$ cat src/rtl/reset_recovery_mc.sv
// Multi-channel reset recovery: each switch input is synchronized, debounced and
// stretched into a fixed-length active-low reset, with a power-on stretch and sticky cause bits.
module reset_recovery_mc #(
  parameter int N_CH            = 4,
  parameter int HOLD_CYCLES     = 1000000,
  parameter int DEBOUNCE_CYCLES = 16,
  parameter int SYNC_STAGES     = 2,
  parameter int RETRIGGER       = 0
) (
  input  logic            CLK,
  input  logic            RST_N,
  input  logic [N_CH-1:0] PCB_RST,
  input  logic            clear_cause,
  output logic [N_CH-1:0] reset,
  output logic            chip_reset,
  output logic [N_CH-1:0] cause
);

  localparam int HW = $clog2(HOLD_CYCLES + 1);
  localparam int DW = (DEBOUNCE_CYCLES > 1) ? $clog2(DEBOUNCE_CYCLES) : 1;

  // Loading HOLD_CYCLES-1 and leaving HOLD on the zero count gives exactly HOLD_CYCLES low cycles.
  localparam logic [HW-1:0] HOLD_LOAD = HW'(HOLD_CYCLES - 1);
  localparam logic [DW-1:0] DB_LAST   = DW'(DEBOUNCE_CYCLES - 1);

  typedef enum logic {IDLE, HOLD} state_t;

  for (genvar i = 0; i < N_CH; i++) begin : g_ch
    logic [SYNC_STAGES-1:0] sync_q;
    logic [DW-1:0]          db_cnt;
    logic                   d;
    logic                   d_prev;
    logic                   press;
    state_t                 state;
    logic [HW-1:0]          hold_cnt;
    logic                   rst_q;
    logic                   cause_q;

    assign press = d & ~d_prev;

    always_ff @(posedge CLK or negedge RST_N) begin
      if (!RST_N) begin
        sync_q <= '0;
        db_cnt <= '0;
        d      <= 1'b0;
        d_prev <= 1'b0;
      end else begin
        sync_q <= {sync_q[SYNC_STAGES-2:0], PCB_RST[i]};
        d_prev <= d;
        if (sync_q[SYNC_STAGES-1] == d) begin
          db_cnt <= '0;
        end else if (db_cnt == DB_LAST) begin
          d      <= ~d;
          db_cnt <= '0;
        end else begin
          db_cnt <= db_cnt + DW'(1);
        end
      end
    end

    // Reset lands in HOLD so every channel gets the power-on stretch; a set of cause beats a clear.
    always_ff @(posedge CLK or negedge RST_N) begin
      if (!RST_N) begin
        state    <= HOLD;
        hold_cnt <= HOLD_LOAD;
        rst_q    <= 1'b0;
        cause_q  <= 1'b0;
      end else begin
        if (clear_cause) begin
          cause_q <= 1'b0;
        end
        case (state)
          IDLE: begin
            if (press) begin
              state    <= HOLD;
              hold_cnt <= HOLD_LOAD;
              rst_q    <= 1'b0;
              cause_q  <= 1'b1;
            end
          end
          HOLD: begin
            if (press && (RETRIGGER != 0)) begin
              hold_cnt <= HOLD_LOAD;
              cause_q  <= 1'b1;
            end else if (hold_cnt == '0) begin
              state <= IDLE;
              rst_q <= 1'b1;
            end else begin
              hold_cnt <= hold_cnt - HW'(1);
            end
          end
          default: begin
            state <= IDLE;
            rst_q <= 1'b1;
          end
        endcase
      end
    end

    assign reset[i] = rst_q;
    assign cause[i] = cause_q;
  end

  assign chip_reset = &reset;

endmodule
$ cat config.mk
export PLATFORM = sky130hd
export DESIGN_NAME = reset_recovery_mc
export DESIGN_NICKNAME = d
export VERILOG_FILES = /design/src/rtl/reset_recovery_mc.sv
export SDC_FILE = /design/constraint.sdc
export NUM_CORES = 1
export LEC_CHECK = 0
export CAP_MARGIN = 20
export CELL_PAD_IN_SITES_DETAIL_PLACEMENT = 0
export CELL_PAD_IN_SITES_GLOBAL_PLACEMENT = 1
export CORE_MARGIN = 3
export CORE_UTILIZATION = 44
export DETAILED_ROUTE_END_ITERATION = 8
export PLACE_DENSITY_LB_ADDON = 0.12
export SLEW_MARGIN = 20
export SYNTH_ARGS = -nofsm -noshare
export SYNTH_HDL_FRONTEND = slang
export SYNTH_SLANG_ARGS = --single-unit
$ cat constraint.sdc
create_clock -name CLK -period 2 [get_ports CLK]
set_input_delay 0.4 -clock CLK [delete_from_list [all_inputs] [get_ports CLK]]
set_output_delay 0.4 -clock CLK [all_outputs]
set_load 0.1 [all_outputs]
==> run_summary.xml, run 1 <==
<?xml version="1.0" encoding="UTF-8"?>
<metrics>
  <group name="status">
    <metric name="run_status" unit="">finished, violations left</metric>
    <metric name="failed_checks" unit="">negative setup slack</metric>
  </group>
  <group name="critical_path">
    <metric name="worst_path_largest_cell_delay" unit="ps">540</metric>
    <metric name="crit_top_cell" unit="">or4_4</metric>
    <metric name="worst_path_fanout_max" unit="">5</metric>
    <metric name="worstSetupEndpointType" unit="">register</metric>
    <metric name="critical_path.n_buffers_inverters" unit="">1</metric>
    <metric name="critical_path.cell_chain" unit="">or4_4 -&gt; or4_4 -&gt; o31a_1 -&gt; buf_4 -&gt; a31oi_1</metric>
    <metric name="worst_setup_path_start_kind" unit="">register</metric>
    <metric name="setup.worst_path.class" unit="">register to register</metric>
    <metric name="crit_arrival" unit="ps">2480</metric>
    <metric name="timing.critical_path.slowest_stage_cell" unit="">or4_4</metric>
    <metric name="worst_ep_required_time" unit="ps">2340</metric>
    <metric name="critical-path-top-delay-family" unit="">simple AND/OR/NAND/NOR gates</metric>
  </group>
  <group name="logic_synthesis">
    <metric name="ys_ff_latch" unit="">124</metric>
    <metric name="synth-async-reset-ratio" unit="%">100</metric>
    <metric name="netlist_top_cells_count" unit="">dfrtp_1 (72), nand2_1 (62), dfstp_2 (52), nor2_1 (51), a21oi_1 (31)</metric>
    <metric name="synth_seq_area_share" unit="%">51.9</metric>
    <metric name="post_synth_main_area_contributors" unit="">dfrtp_1 (30%), dfstp_2 (22%), xnor2_1 (4.0%)</metric>
    <metric name="synthesis.instances" unit="">600</metric>
    <metric name="synth_area_leader_cell" unit="">dfrtp_1</metric>
    <metric name="synth-edff-count" unit="">0</metric>
    <metric name="synthesis.area" unit="um2">6100</metric>
    <metric name="most_common_cell_in_the_netlist" unit="">dfrtp_1</metric>
    <metric name="synthDominantCellAreaShare" unit="%">29.5</metric>
    <metric name="yosys_most_used_dff" unit="">dfrtp_1</metric>
    <metric name="synthesis.area_per_instance" unit="um2">10.2</metric>
    <metric name="mappedNetlistNets" unit="">619</metric>
    <metric name="synth_cell_types" unit="">51</metric>
    <metric name="synth.yosys.warnings" unit="">0</metric>
  </group>
  <group name="global_routing">
    <metric name="grt_pass1_vias" unit="">4959</metric>
    <metric name="grt_first_pass_wirelength" unit="mm">23.8</metric>
    <metric name="groute.usage.overall" unit="%">19.7</metric>
    <metric name="globalRoute.totalOverflow" unit="">0</metric>
    <metric name="largest_net_degree_at_the_start_of_global_routing" unit="">33</metric>
    <metric name="grt_antenna_before_repair" unit="">0</metric>
  </group>
  <group name="pwr">
    <metric name="p_seq_share" unit="%">40.4</metric>
    <metric name="power_switching_share" unit="%">24.2</metric>
    <metric name="total_switching_power" unit="W">0.00159</metric>
    <metric name="powerDensity" unit="nW/um2">802</metric>
    <metric name="cellInternalPower" unit="W">0.00499</metric>
    <metric name="p_leak" unit="nW">3.72</metric>
    <metric name="share_comb_of_total_power" unit="%">12.2</metric>
    <metric name="clock_power_share" unit="%">47.4</metric>
    <metric name="power.ir.vdd_worst" unit="V">0.000715</metric>
    <metric name="post-layout-total-power" unit="W">0.00658</metric>
  </group>
  <group name="clock_tree">
    <metric name="htree_num_levels" unit="">4</metric>
    <metric name="cts-root-buf" unit="">clkbuf_16</metric>
    <metric name="insertion_delay" unit="ps">420</metric>
    <metric name="tritoncts.num_buffers" unit="">17</metric>
    <metric name="tritoncts" unit="">done</metric>
    <metric name="path_clk_slew" unit="ps">50</metric>
    <metric name="clock-sinks" unit="">124</metric>
    <metric name="cts_buffer_depth" unit="">2</metric>
  </group>
  <group name="place">
    <metric name="port_buffers" unit="">15</metric>
    <metric name="dpl.hpwl" unit="mm">9.43</metric>
    <metric name="globalplace.congestion" unit="">0.839</metric>
  </group>
  <group name="die">
    <metric name="fp.dieH" unit="um">124</metric>
    <metric name="start_util" unit="%">45.5</metric>
    <metric name="core_ar" unit="um2">13400</metric>
    <metric name="dieArea" unit="um2">15300</metric>
    <metric name="die-width" unit="um">124</metric>
    <metric name="io-pin-count" unit="">16</metric>
    <metric name="placement_rows" unit="">42</metric>
  </group>
  <group name="layout">
    <metric name="area_growth_syn_to_layout" unit="%">34.5</metric>
    <metric name="n_fill_cell" unit="">1126</metric>
    <metric name="drive_gt1_share" unit="%">36.4</metric>
    <metric name="final_nets" unit="">732</metric>
    <metric name="antennaDiodeCount" unit="">0</metric>
  </group>
  <group name="run">
    <metric name="cap_viol_max_count" unit="">0</metric>
  </group>
  <group name="timing">
    <metric name="max_freq" unit="GHz">0.467</metric>
    <metric name="final_critical_path_setup_slack" unit="ps">-142</metric>
    <metric name="worst_clock_skew" unit="ps">10.4</metric>
    <metric name="setup_repair_after_global_routing_missed_its_margin" unit="">true</metric>
    <metric name="layout_min_cycle_time" unit="ps">2140</metric>
    <metric name="hold_viol" unit="">0</metric>
    <metric name="timing.hold.ws" unit="ps">347</metric>
    <metric name="tightestPinTransition" unit="ps">621</metric>
    <metric name="post-route-period-util" unit="%">107</metric>
    <metric name="finalSetupViolCount" unit="">14</metric>
    <metric name="timing.final.max_slew_violations" unit="">0</metric>
    <metric name="slew_limit_headroom" unit="%">58.4</metric>
  </group>
  <group name="route">
    <metric name="routed_wirelength" unit="mm">14.0</metric>
    <metric name="detailroute.via_count" unit="">4923</metric>
    <metric name="wl_per_cell" unit="um">15.5</metric>
    <metric name="drt.antenna.violating_nets" unit="">0</metric>
    <metric name="post-route-drc-count" unit="">0</metric>
    <metric name="post_drt_via_cell_ratio" unit="">5.46</metric>
    <metric name="first_iter_violations" unit="">327</metric>
    <metric name="firstDrtPassIters" unit="">4</metric>
  </group>
  <group name="worst_hold_path">
    <metric name="hold_path.class" unit="">register to register</metric>
  </group>
</metrics>
-- final timing paths --
| check | to | cells past startpoint | from | slack, ps |
|---|---|---|---|---|
| worst max-delay path | g_ch[3].hold_cnt[5]$_DFFE_PN1P_ | 5 | g_ch[3].hold_cnt[14]$_DFFE_PN1P_ | -140 |
| worst min-delay path | g_ch[1].sync_q[1]$_DFF_PN0_ | 0 | g_ch[1].sync_q[0]$_DFF_PN0_ | 350 |
| worst max register to register | g_ch[3].hold_cnt[5]$_DFFE_PN1P_ | 5 | g_ch[3].hold_cnt[14]$_DFFE_PN1P_ | -140 |
| worst min register to register | g_ch[1].sync_q[1]$_DFF_PN0_ | 0 | g_ch[1].sync_q[0]$_DFF_PN0_ | 350 |
| max in group asynchronous | g_ch[1].hold_cnt[2]$_DFFE_PN1P_ | 3 | RST_N | 890 |
| min in group asynchronous | g_ch[2].hold_cnt[12]$_DFFE_PN0P_ | 2 | RST_N | 480 |
-- per-stage QoR --
step | cells | worst slack, ps | area (um2) | TNS [ps] | utilization [%]
finish | 902 | -142 | 8210 | -670 | 61.2
floorplan | 600 | -161 | 6160 | -541 | -
CTS | 899 | -150 | 7940 | -651 | 59.2
global route | 902 | -211 | 8210 | -2120 | 61.2
global placement | 859 | -118 | 7140 | -583 | 53.2
detailed placement | 859 | -128 | 7140 | -1040 | 53.2
-- final cells by class --
| type | count | area [um2] | share of cell area [%] |
|---|---|---|---|
| Clock buffer | 21 | 460 | 5.61 |
| Timing Repair Buffer | 117 | 1010 | 12.3 |
| Clock inverter | 11 | 143 | 1.74 |
| Sequential cell | 124 | 3170 | 38.6 |
| Inverter | 16 | 60.1 | 0.732 |
| Tap cell | 176 | 220 | 2.68 |
| Multi-Input combinational cell | 437 | 3140 | 38.3 |
-- state kept, by name, summed over array words and instances (netlist names) --
register / count
g_ch.cause_q: 4
g_ch.d: 4
g_ch.hold_cnt: 80
g_ch.db_cnt: 16
g_ch.state: 4
g_ch.rst_q: 4
g_ch.sync_q: 8
g_ch.d_prev: 4
-- kinds of logic after synthesis --
| kind of cell | count (synthesis) | synth area share, % |
|---|---|---|
| buffers and inverters | 39 | 3.01 |
| AOI/OAI and AO/OA | 97 | 9.92 |
| muxes | 24 | 4.06 |
| adders and majority gates | 12 | 2.46 |
| and+or+nand+nor | 264 | 22.9 |
| xor gates and xnor gates | 40 | 5.74 |
| DFF | 124 | 51.9 |
-- cells in the final DEF, fill, tap and decap left out, drive strengths merged, types with 16 or more instances in the layout --
cell type / count
buf: 111
dfrtp: 72
nand2: 62
dfstp: 52
nor2: 51
a21oi: 31
xnor2: 28
nor3: 28
o21ai: 26
nand3: 21
clkbuf: 21
mux2i: 18
nor4: 18
inv: 16
-- metal layers --
metal / vias up / routed length (um) / part of all wire [%] / track usage, %
li1: 2405 / - / - / -
met1: 2456 / 6610 / 47 / 27.0
met2: 50 / 6770 / 48 / 30.7
met3: 12 / 499 / 3.6 / 5.63
met4: 0 / 115 / 0.82 / 5.74
met5: - / 0 / 0 / 0
-- power by group through the flow --
stage                     sequential (W)  combinational [W]  clock [W]
after floorplan                  0.00268           0.000389          0
after global placement           0.00269           0.000640          0
after detailed placement         0.00269           0.000652          0
after CTS                        0.00265           0.000723    0.00319
after global routing             0.00267           0.000885    0.00331
final                            0.00266           0.000802    0.00312
-- what timing repair did --
item / in CTS / in global routing
resized for setup: 26 / 55
endpoints found under the hold margin: 14 / 0
setup buffers: 6 / 3
pin swaps: 16 / 21
endpoints found under the setup margin: 31 / 59
gates cloned: 1 / 0
hold buffers: 1 / 0
No activity file was read; power rests on OpenSTA's default activity.
==> inputs of run 2 (changes only) <==
Settings changed: CORE_MARGIN 3 to 5.
==> run 2 against run 1 <==
  * The flow still finishes with violations (negative setup slack)
  * Routed wire length down 2.0%
  * Sequential power about the same
  * Die area up 6.6%
  * Via count up 0.57%
  * Global-route usage down 1.9 points
  * Worst setup slack worse by 38 ps
  * Hold slack better by 3.7 ps
  * Final cell count up 0.11%
  * Clock skew down 3.9 ps
  * Clock-buffer cell count down 1
  * Combinational power up 2.9%
  * Register-to-register slack worse by 40 ps
  * Largest cell class unchanged
  * Largest power group unchanged
==> run_summary.xml, run 2 (synthesized netlist as in run 1, its figures left out) <==
<?xml version="1.0" encoding="UTF-8"?>
<metrics>
  <group name="status">
    <metric name="run_status" unit="">finished, violations left</metric>
    <metric name="failed_checks" unit="">negative setup slack</metric>
  </group>
  <group name="timing">
    <metric name="setup_repair_after_global_routing_missed_its_margin" unit="">true</metric>
    <metric name="slew_limit_headroom" unit="%">60.7</metric>
    <metric name="finalSetupViolCount" unit="">15</metric>
    <metric name="tightestPinTransition" unit="ps">587</metric>
    <metric name="worst_clock_skew" unit="ps">6.52</metric>
    <metric name="tns" unit="ps">-1160</metric>
    <metric name="layout_min_cycle_time" unit="ps">2180</metric>
    <metric name="final_critical_path_setup_slack" unit="ps">-180</metric>
    <metric name="post-route-period-util" unit="%">109</metric>
    <metric name="hold_viol" unit="">0</metric>
    <metric name="max_freq" unit="GHz">0.459</metric>
    <metric name="timing.final.max_slew_violations" unit="">0</metric>
  </group>
  <group name="die">
    <metric name="placement_rows" unit="">43</metric>
    <metric name="start_util" unit="%">44.5</metric>
    <metric name="io-pin-count" unit="">16</metric>
    <metric name="core_ar" unit="um2">13700</metric>
    <metric name="die-width" unit="um">128</metric>
    <metric name="dieArea" unit="um2">16300</metric>
    <metric name="fp.dieH" unit="um">128</metric>
  </group>
  <group name="layout">
    <metric name="commonest_non_fill_non_tap_cell_in_the_layout" unit="">buf_4</metric>
    <metric name="drive_gt1_share" unit="%">36.4</metric>
    <metric name="final_cell_mix" unit="">buf_4 (95), dfrtp_1 (72), nand2_1 (56)</metric>
    <metric name="area_growth_syn_to_layout" unit="%">33.6</metric>
    <metric name="largest_registers" unit="">g_ch.hold_cnt: 80 flops, g_ch.db_cnt: 16 flops, g_ch.sync_q: 8 flops</metric>
    <metric name="registers.top_by_ff_count" unit="">g_ch.hold_cnt</metric>
    <metric name="largest_register_ffs" unit="">80</metric>
    <metric name="antennaDiodeCount" unit="">0</metric>
    <metric name="final_nets" unit="">729</metric>
  </group>
  <group name="clock_tree">
    <metric name="tritoncts.num_buffers" unit="">17</metric>
    <metric name="cts_buffer_depth" unit="">2</metric>
    <metric name="cts-root-buf" unit="">clkbuf_16</metric>
    <metric name="tritoncts" unit="">done</metric>
    <metric name="insertion_delay" unit="ps">410</metric>
    <metric name="path_clk_slew" unit="ps">50</metric>
    <metric name="htree_num_levels" unit="">4</metric>
    <metric name="clock-sinks" unit="">124</metric>
  </group>
  <group name="pwr">
    <metric name="powerDensity" unit="nW/um2">786</metric>
    <metric name="power.ir.vdd_worst" unit="V">0.000608</metric>
    <metric name="post-layout-total-power" unit="W">0.00641</metric>
    <metric name="p_leak" unit="nW">3.70</metric>
  </group>
  <group name="critical_path">
    <metric name="crit_top_cell" unit="">or4_4</metric>
    <metric name="worst_path_fanout_max" unit="">8</metric>
    <metric name="timing.critical_path.slowest_stage_cell" unit="">or4_4</metric>
    <metric name="worst_ep_required_time" unit="ps">2340</metric>
    <metric name="worst_setup_path_start_kind" unit="">register</metric>
    <metric name="critical_path.n_buffers_inverters" unit="">1</metric>
    <metric name="worst_path_largest_cell_delay" unit="ps">560</metric>
    <metric name="setup.worst_path.class" unit="">register to register</metric>
    <metric name="worstSetupEndpointType" unit="">register</metric>
    <metric name="crit_arrival" unit="ps">2520</metric>
    <metric name="critical-path-top-delay-family" unit="">simple AND/OR/NAND/NOR gates</metric>
    <metric name="critical_path.cell_chain" unit="">or4_4 -&gt; or4_4 -&gt; buf_4 -&gt; o21ai_4 -&gt; nand2_1 -&gt; mux2_2</metric>
  </group>
  <group name="global_routing">
    <metric name="grt_util_met1" unit="%">23.0</metric>
    <metric name="grt_antenna_before_repair" unit="">0</metric>
    <metric name="grt_pass1_vias" unit="">4924</metric>
    <metric name="met2_grt_util" unit="%">29.5</metric>
    <metric name="grt_first_pass_wirelength" unit="mm">23.6</metric>
    <metric name="grt_use_met3" unit="%">4.25</metric>
    <metric name="groute.usage.overall" unit="%">17.8</metric>
    <metric name="globalRoute.totalOverflow" unit="">0</metric>
    <metric name="largest_net_degree_at_the_start_of_global_routing" unit="">58</metric>
    <metric name="globalRoute.busiestLayer" unit="">met2</metric>
  </group>
  <group name="worst_hold_path">
    <metric name="hold_path.class" unit="">register to register</metric>
  </group>
  <group name="place">
    <metric name="globalplace.congestion" unit="">0.799</metric>
    <metric name="dpl.hpwl" unit="mm">9.15</metric>
    <metric name="port_buffers" unit="">15</metric>
    <metric name="dp_worst_slack" unit="ps">-172</metric>
  </group>
  <group name="route">
    <metric name="post_drt_via_cell_ratio" unit="">5.48</metric>
    <metric name="drt.antenna.violating_nets" unit="">0</metric>
    <metric name="routed_wirelength" unit="mm">13.7</metric>
    <metric name="detailroute.via_count" unit="">4951</metric>
    <metric name="first_iter_violations" unit="">254</metric>
    <metric name="wl_per_cell" unit="um">15.2</metric>
    <metric name="firstDrtPassIters" unit="">4</metric>
    <metric name="post-route-drc-count" unit="">0</metric>
  </group>
  <group name="run">
    <metric name="cap_viol_max_count" unit="">0</metric>
  </group>
</metrics>
run 2: where the power goes:
group / internal [W] / total, W / switching [W]
Clock: 0.00182 / 0.00293 / 0.00111
Combinational: 0.000384 / 0.000825 / 0.000441
Sequential: 0.00260 / 0.00266 / 0.0000600
Total: 0.00480 / 0.00641 / 0.00161
run 2: path summary, 6_finish.rpt:
check / slack [ps] / from / end / cells after the start
max in group asynchronous: 860 / RST_N / g_ch[1].hold_cnt[14]$_DFFE_PN1P_ / 3
setup / recovery: -180 / g_ch[3].hold_cnt[17]$_DFFE_PN1P_ / g_ch[3].hold_cnt[0]$_DFFE_PN1P_ / 6
hold / removal: 350 / g_ch[3].sync_q[0]$_DFF_PN0_ / g_ch[3].sync_q[1]$_DFF_PN0_ / 0
setup reg to reg: -180 / g_ch[3].hold_cnt[17]$_DFFE_PN1P_ / g_ch[3].hold_cnt[0]$_DFFE_PN1P_ / 6
min in group asynchronous: 460 / RST_N / g_ch[2].hold_cnt[15]$_DFFE_PN0P_ / 2
hold reg to reg: 350 / g_ch[3].sync_q[0]$_DFF_PN0_ / g_ch[3].sync_q[1]$_DFF_PN0_ / 0
run 2: cell type report:
type / instances / area [um2]
fillers: 1131 / 5560
flip-flops and latches: 124 / 3170
multi-input cells: 437 / 3170
repair buffers: 114 / 975
clock buffers: 20 / 437
well taps: 180 / 225
clock inverters: 12 / 124
inverters: 16 / 60.1
run 2: repair_timing:
| item | 4_1_cts | 5_1_grt |
|---|---|---|
| endpoints found under the hold margin | 16 | 0 |
| pin swaps | 13 | 34 |
| hold buffers | 1 | 0 |
| buffers inserted | 0 | 15 |
| setup endpoints to repair | 28 | 57 |
| gates cloned | 1 | 0 |
| gates resized for setup | 20 | 66 |
run 2: stage by stage:
stage	util, %	std cells	instance area [um2]	hold slack, ps
2_1_floorplan	-	600	6160	104
3_5_place_dp	51.5	854	7060	336
3_3_place_gp	51.5	854	7060	336
5_1_grt	59.4	903	8160	361
6_report	59.4	903	8160	351
4_1_cts	56.5	888	7750	356
run 2: per-layer routing:
metal	wire, um	part of all wire, %	up-vias
li1	-	-	2402
met1	6320	46	2484
met3	404	2.9	10
met5	0	0	-
met4	163	1.2	0
met2	6830	50	55
